<file path="config.mk">
export PLATFORM = sky130hd
export DESIGN_NAME = rr_mux_sel_arbiter
export DESIGN_NICKNAME = d
export VERILOG_FILES = /design/src/rtl/rr_mux_sel_arbiter.sv
export SDC_FILE = /design/constraint.sdc
export NUM_CORES = 1
export LEC_CHECK = 0
export BUFFER_PORTS_ARGS = -buffer_cell sky130_fd_sc_hd__buf_2
export CAP_MARGIN = 15
export CORE_ASPECT_RATIO = 0.6
export CORE_UTILIZATION = 58
export DETAILED_ROUTE_END_ITERATION = 8
export PLACE_DENSITY = 0.76
export SKIP_LAST_GASP = 1
export SLEW_MARGIN = 10
export SYNTH_ARGS = -nofsm -noshare
export SYNTH_HDL_FRONTEND = slang
export SYNTH_SLANG_ARGS = --single-unit
</file>
<file path="constraint.sdc">
create_clock -name clk -period 4.2 [get_ports clk]
set_input_delay 0.42 -clock clk [delete_from_list [all_inputs] [get_ports clk]]
set_output_delay 0.42 -clock clk [all_outputs]
set_load 0.05 [all_outputs]
</file>
<file path="src/rtl/rr_mux_sel_arbiter.sv">
// Round-robin arbiter that shares one 8:1 single-bit mux among 8 requesters.
// It holds each grant until the owner releases it, its request drops, or the hold timer expires.
module rr_mux_sel_arbiter #(
  parameter int HOLD_MAX = 16
) (
  input  logic       clk,
  input  logic       rst,
  input  logic [7:0] req,
  input  logic       done,
  input  logic [7:0] d,
  output logic [2:0] s,
  output logic [7:0] gnt,
  output logic       valid,
  output logic       y
);

  typedef enum logic {
    IDLE,
    GRANT
  } state_t;

  // Timer value on the last permitted grant cycle; unused when HOLD_MAX == 0.
  localparam logic [7:0] HOLD_LAST = (HOLD_MAX == 0) ? 8'd0 : 8'(HOLD_MAX - 1);

  state_t     state_q, state_d;
  logic [2:0] ptr_q, ptr_d;
  logic [7:0] timer_q, timer_d;
  logic [2:0] s_d;
  logic [7:0] gnt_d;
  logic       valid_d;
  logic       y_d;

  logic       pick_found;
  logic [2:0] pick_idx;
  logic [2:0] cand;
  logic       timeout_hit;
  logic       release_now;

  // Scan the requests starting at ptr so the last grantee has the lowest priority.
  always_comb begin
    // NOTE: every combinational output gets a default first so no path can infer a latch.
    pick_found = 1'b0;
    pick_idx   = ptr_q;
    cand       = ptr_q;
    for (int k = 0; k < 8; k++) begin
      cand = ptr_q + 3'(k);
      if (!pick_found && req[cand]) begin
        pick_found = 1'b1;
        pick_idx   = cand;
      end
    end
  end

  assign timeout_hit = (HOLD_MAX != 0) && (timer_q == HOLD_LAST);
  assign release_now = done | ~req[s] | timeout_hit;

  always_comb begin
    state_d = state_q;
    ptr_d   = ptr_q;
    timer_d = timer_q;
    s_d     = s;
    gnt_d   = 8'd0;
    valid_d = 1'b0;
    y_d     = y;

    unique case (state_q)
      IDLE: begin
        if (pick_found) begin
          state_d = GRANT;
          s_d     = pick_idx;
          gnt_d   = 8'd1 << pick_idx;
          valid_d = 1'b1;
          timer_d = 8'd0;
        end
      end

      GRANT: begin
        // The selected bit is sampled on every grant edge, including the releasing one.
        y_d = d[s];
        if (release_now) begin
          state_d = IDLE;
          ptr_d   = s + 3'd1;
          timer_d = 8'd0;
        end else begin
          gnt_d   = gnt;
          valid_d = 1'b1;
          if (timer_q != 8'hFF) begin
            timer_d = timer_q + 8'd1;
          end
        end
      end

      default: begin
        state_d = IDLE;
      end
    endcase
  end

  always_ff @(posedge clk) begin
    if (rst) begin
      // NOTE: sequential state uses non-blocking assignments so all registers update together.
      state_q <= IDLE;
      ptr_q   <= 3'd0;
      timer_q <= 8'd0;
      s       <= 3'd0;
      gnt     <= 8'd0;
      valid   <= 1'b0;
      y       <= 1'b0;
    end else begin
      state_q <= state_d;
      ptr_q   <= ptr_d;
      timer_q <= timer_d;
      s       <= s_d;
      gnt     <= gnt_d;
      valid   <= valid_d;
      y       <= y_d;
    end
  end

  a_valid_iff_gnt : assert property (@(posedge clk) disable iff (rst) valid == (gnt != 8'd0));
  a_gnt_matches_s : assert property (@(posedge clk) disable iff (rst) valid |-> (gnt == (8'd1 << s)));
  a_valid_state   : assert property (@(posedge clk) disable iff (rst) valid == (state_q == GRANT));

endmodule

</file>
Word-level counts from Yosys, hierarchy flattened
Index checks and enable logic that the tools add are counted.
{"block": "word_totals", "reg_bits": 24, "in_bits": 19, "output_inout_bits": 13, "wordCells": 96}
{"block": "classes", "addsub": 9, "magnitude_cmp": 9, "eq_ne": 5, "shifts": 1, "muxes": 45, "bitwise_logic": 4, "n_reduce_logical": 17}
{"operator": "$mux 8", "n": 5}
{"operator": "$lt 3x4->1 const B", "n": 9}
{"operator": "$pmux 8 s2", "n": 2}
{"operator": "$bmux 1 s3", "n": 10}
{"operator": "$mux 3", "n": 7}
{"operator": "$mux 1", "n": 20}
{"operator": "$add 3x3->3 const B", "n": 4}
{"operator": "$add 8x1->8 const B", "n": 1}
{"operator": "$eq 8x4->1 const B", "n": 1}
{"operator": "$ne 8x8->1 const B", "n": 1}
{"operator": "$shl 1x3->8 const A", "n": 1}
{"operator": "$logic_and 1x1->1", "n": 7}
{"operator": "$logic_not 1->1", "n": 7}
{"operator": "$add 3x1->3 const B", "n": 2}
{"operator": "$add 3x2->3 const B", "n": 2}
{"operator": "$reduce_and 2->1", "n": 3}
{"operator": "$ne 3x1->1 const B", "n": 1}
{"operator": "$ne 2x1->1 const B", "n": 1}
{"operator": "$ne 2x2->1 const B", "n": 1}
{"operator": "$not 1->1", "n": 2}
{"operator": "$or 1x1->1", "n": 2}
{"operator": "$pmux 1 s2", "n": 1}

Longest topological paths before layout
{"block": "depth", "ltp_word": 27, "depth_mapped": 14, "mapped_depth_nobuf": 9}

Least setup slack after synthesis
No wires, ideal clock.
{"block": "synth_path", "path_type": "flip-flop to flip-flop", "startpoint": "register ptr_q[0]", "endpoint": "register timer_q[2]", "setup_ns": 0.121, "t_arrival_ns": 3.218, "t_required_ns": 4.079, "slack_ns": 0.861, "stages_incl_launch_ff": 14, "path_buffers": 4, "period_less_slack_ns": 3.339, "cell_sequence": "dfxtp_1 > buf_6 > buf_2 > inv_1 > ha_1 > buf_6 > mux4_2 > mux2_4 > a2bb2oi_2 > or4_4 > buf_6 > o211ai_1 > xor2_1 > nor2_1"}
{"block": "synth_between", "elab_chain_cells": 26, "word_cells_on_any_way": 47, "classes_between": "add/sub (7); eq/ne (1); mux (24); reduce/logical (15)"}
{"element": "start: declaration", "line": "26", "source": "logic [2:0] ptr_q, ptr_d;"}
{"element": "start signal: assignment", "line": "111", "source": "ptr_q <= ptr_d;"}
{"element": "parallel branches: the longest is 23 deep, another holds $add 3x1->3"}
{"element": "$mux 1 *", "line": "47", "source": "if (!pick_found && req[cand]) begin"}
{"element": "$ne 2x2->1 (no source line) *"}
{"element": "$reduce_and 2->1 (no source line) *"}
{"element": "end signal: assignment", "line": "112", "source": "timer_q <= timer_d;"}
{"element": "end: declaration", "line": "27", "source": "logic [7:0] timer_q, timer_d;"}
Mark *: on every way between the ends. The select of a mux whose other input is x is not followed.
A chain may end at the register's enable or synchronous reset.

Final worst setup path
{"block": "layout_path", "startpoint": "register ptr_q[1]", "endpoint": "register gnt[5]"}
{"block": "layout_between", "elab_chain_cells": 27, "word_cells_on_any_way": 55, "classes_between": "add/sub (7); shift (1); mux (33); reduce/logical (14)"}
{"element": "parallel branches: the longest is 25 deep, another holds $add 3x1->3"}
{"element": "$mux 8 *", "line": "68", "source": "if (pick_found) begin"}
{"element": "$pmux 8 s2 *", "line": "66", "source": "unique case (state_q)"}
{"element": "end signal: assignment", "line": "114", "source": "gnt <= gnt_d;"}
{"element": "end: declaration", "line": "12", "source": "output logic [7:0] gnt,"}
Marks and branches as above.

==> insert_results.sql <==
INSERT INTO impl_metrics (metric_group, metric, value, unit) VALUES
('run_status', 'status', 'completed', ''),
('synthesis', 'yosysWarningCount', '0', ''),
('power', 'pwr_dens', '444', 'mW/mm^2'),
('setup_path', 'critical_path_depth_in_cells', '9', ''),
('global_route', 'globalRoute.totalOverflow', '0', ''),
('synthesis', 'post_synth_most_frequent_cells', 'sky130_fd_sc_hd__dfxtp_1 (24), sky130_fd_sc_hd__nand2_1 (18), sky130_fd_sc_hd__mux4_2 (17), sky130_fd_sc_hd__nor2_1 (17), sky130_fd_sc_hd__a21oi_1 (14)', ''),
('floorplanning', 'io_pins', '32', ''),
('layout', 'total_area_of_multi_input_combinational_cells', '0.00169', 'mm^2'),
('synthesis', 'synth-edff-count', '0', ''),
('synthesis', 'postSynth.topFlopCell', 'sky130_fd_sc_hd__dfxtp_1', ''),
('timing', 'finalCritPeriodShare', '81.2', '%'),
('timing', 'worst_clock_skew', '0.00236', 'ns'),
('clock_network', 'clk_latency', '0.26', 'ns'),
('setup_path', 'worst_endpoint_required_time', '4.41', 'ns'),
('route', 'drc', '0', ''),
('timing', 'maxClockFrequency', '293', 'MHz'),
('setup_path', 'setup.reg_to_reg.worst_slack', '0.79', 'ns'),
('layout', 'design_area', '0.00248', 'mm^2'),
('layout', 'antenna-diode-count', '0', ''),
('layout', 'layout-area-overhead-vs-synth', '8.11', '%'),
('global_route', 'antenna_violations_before_repair', '0', ''),
('setup_path', 'cp_cell_sequence', 'inv_1 > ha_1 > mux4_2 > mux2_4 > a2bb2o_2 > nand2_1 > nor4_1 > or2_1 > a32o_1', ''),
('layout', 'nFillCells', '278', ''),
('floorplanning', 'core.rowCount', '17', ''),
('synthesis', 'yosys.area.top_type', 'sky130_fd_sc_hd__dfxtp_1', ''),
('place', 'gp_routability_congestion', '0.993', ''),
('global_route', 'largest_net_degree_at_the_start_of_global_routing', '18', ''),
('floorplanning', 'die_height', '50.8', 'um'),
('synthesis', 'post_synth_main_area_contributors', 'sky130_fd_sc_hd__dfxtp_1 (21%), sky130_fd_sc_hd__mux4_2 (17%), sky130_fd_sc_hd__a21oi_1 (3.0%)', ''),
('route', 'detail_route.iter0.violations', '217', ''),
('timing', 'max_slew.worst_pin.slew', '0.541', 'ns'),
('setup_path', 'setup.worst_path.start_class', 'flip-flop', ''),
('clock_network', 'clk_pin_slew_worst_paths', '0.08', 'ns'),
('timing', 'setup-violations-final', '0', ''),
('route', 'detail_route.wirelength', '5480', 'um'),
('clock_network', 'cts_tree', 'built', ''),
('synthesis', 'synthDistinctLibCells', '70', ''),
('clock_network', 'tritoncts_buffer_count', '3', ''),
('synthesis', 'synthesis.nets', '251', ''),
('clock_network', 'post_cts.repair.setup_buffers', '0', ''),
('clock_network', 'clock_sink_count', '24', ''),
('setup_path', 'critical_path.max_stage_delay', '0.65', 'ns'),
('place', 'post_dp_cell_area', '0.00243', 'mm^2'),
('floorplanning', 'core', '0.00372', 'mm^2'),
('setup_path', 'critical_path.top_delay_family', 'simple AND/OR/NAND/NOR gates', ''),
('setup_path', 'timing.critical_path.arrival', '3.62', 'ns'),
('timing', 'setup-tns-final', '0', 'ns'),
('clock_network', 'cts_max_level', '1', ''),
('setup_path', 'setup.worst_path.start', 'ptr_q[1]$_SDFFE_PP0P_', ''),
('setup_path', 'cp-endpoint', 'gnt[5]$_SDFFE_PP0N_', ''),
('power', 'report.power.total', '1.10', 'mW'),
('synthesis', 'post_synth_inst_count', '228', ''),
('synthesis', 'ys_ff_latch', '24', ''),
('floorplanning', 'dieArea', '0.00423', 'mm^2'),
('setup_path', 'worst-setup-path-type', 'flip-flop to flip-flop', ''),
('synthesis', 'synth.most_common_cell', 'sky130_fd_sc_hd__dfxtp_1', ''),
('timing', 'finalHoldViolCount', '0', ''),
('timing', 'final_max_slew_viol_count', '0', ''),
('global_route', 'grt_first_pass_wirelength', '9100', 'um'),
('layout', 'sequential_cell_area', '480', 'um^2'),
('timing', 'max_slew_margin', '63.7', '%'),
('hold_path', 'hold_path_class', 'flip-flop to flip-flop', ''),
('power', 'cellLeakagePower', '0.928', 'nW'),
('place', 'detailedPlacementHpwl', '4160', 'um'),
('synthesis', 'seq_area_frac_synth', '20.9', '%'),
('synthesis', 'synthArstFlopShare', '0', '%'),
('clock_network', 'total_of_hold_buffers_inserted_after_clock_tree_synthesis', '0', ''),
('run', 'cap_viol_max_count', '0', ''),
('global_route', 'number_of_global_route_vias_before_repair', '1793', ''),
('route', 'avgRoutedWirePerCell', '18.3', 'um'),
('timing', 'grt_setup_unrepaired', 'no', '');
==> worst min-delay path by stage <==
stage / startpoint / endpoint / depth (start not counted)
6_report: gnt[2]$_SDFFE_PP0N_ / gnt[2]$_SDFFE_PP0N_ / 2
5_1_grt: gnt[0]$_SDFFE_PP0N_ / gnt[0]$_SDFFE_PP0N_ / 2
4_1_cts: gnt[2]$_SDFFE_PP0N_ / gnt[2]$_SDFFE_PP0N_ / 2
3_5_place_dp: gnt[2]$_SDFFE_PP0N_ / gnt[2]$_SDFFE_PP0N_ / 2
3_3_place_gp: gnt[2]$_SDFFE_PP0N_ / gnt[2]$_SDFFE_PP0N_ / 2
2_1_floorplan: timer_q[1]$_SDFFE_PP0P_ / timer_q[1]$_SDFFE_PP0P_ / 2
==> state kept, by name, indices dropped and copies added (netlist names) <==
name / cells
y: 1
state_q: 1
gnt: 8
ptr_q: 3
s: 3
timer_q: 8
==> cells in the final DEF (no fill, tap or decap), types with 5 or more instances in the layout <==
cell type / n
sky130_fd_sc_hd__mux4_2: 17
sky130_fd_sc_hd__mux2i_1: 6
sky130_fd_sc_hd__buf_2: 31
sky130_fd_sc_hd__and3_1: 5
sky130_fd_sc_hd__nor2_1: 17
sky130_fd_sc_hd__nand2_1: 18
sky130_fd_sc_hd__a21oi_1: 14
sky130_fd_sc_hd__dfxtp_1: 24
sky130_fd_sc_hd__or3_1: 5
sky130_fd_sc_hd__xor2_1: 6
==> power by group <==
group          switching (mW)  internal [mW]
clock network          0.0730         0.0837
registers              0.0336          0.253
logic                   0.402          0.258
==> final cells by class <==
type / instances / share of cell area [%]
repair buffers: 34 / 7.15
well taps: 47 / 2.37
inverters: 5 / 0.755
multi-input cells: 185 / 68.2
clock buffers: 4 / 2.22
flip-flops and latches: 24 / 19.3
==> metrics by stage <==
stage	utilization, %	instances	hold WS [ns]	setup WS (ns)
final	66.8	299	0.456	0.788
after global routing	66.8	299	0.488	0.592
after CTS	66.8	299	0.462	0.850
after detailed placement	65.3	295	0.441	0.883
after global placement	65.3	295	0.438	0.906
after floorplan	-	228	0.444	0.861
==> routing by layer <==
| layer | vias to the layer above | share of wire, % | GRT usage (%) |
|---|---|---|---|
| met1 | 960 | 47 | 41.0 |
| met3 | 8 | 12 | 8.88 |
| met4 | 0 | 0.58 | 2.59 |
| met5 | - | 0 | 0 |
| li1 | 957 | - | - |
| met2 | 124 | 40 | 39.1 |
==> worst reg2reg max path, delay by kind of cell (launching register included) <==
| family | cells | cell delay, ns |
|---|---|---|
| AOI/OAI and AO/OA | 2 | 0.52 |
| adders and majority gates | 1 | 0.65 |
| muxes | 2 | 0.88 |
| DFF | 1 | 0.33 |
| buffers and inverters | 1 | 0.10 |
| and+or+nand+nor | 3 | 0.88 |
==> cell families (layout without fill, tap and decap cells) <==
logic type	count (synthesis)	after routing	synth area share, %
AOI/OAI and AO/OA	60	60	21.7
xor gates and xnor gates	9	9	3.76
adders and majority gates	4	4	2.18
buffers and inverters	19	43	5.39
DFF	24	24	20.9
muxes	33	33	26.9
and+or+nand+nor	79	79	19.2
(Power assumes the default switching activity.)
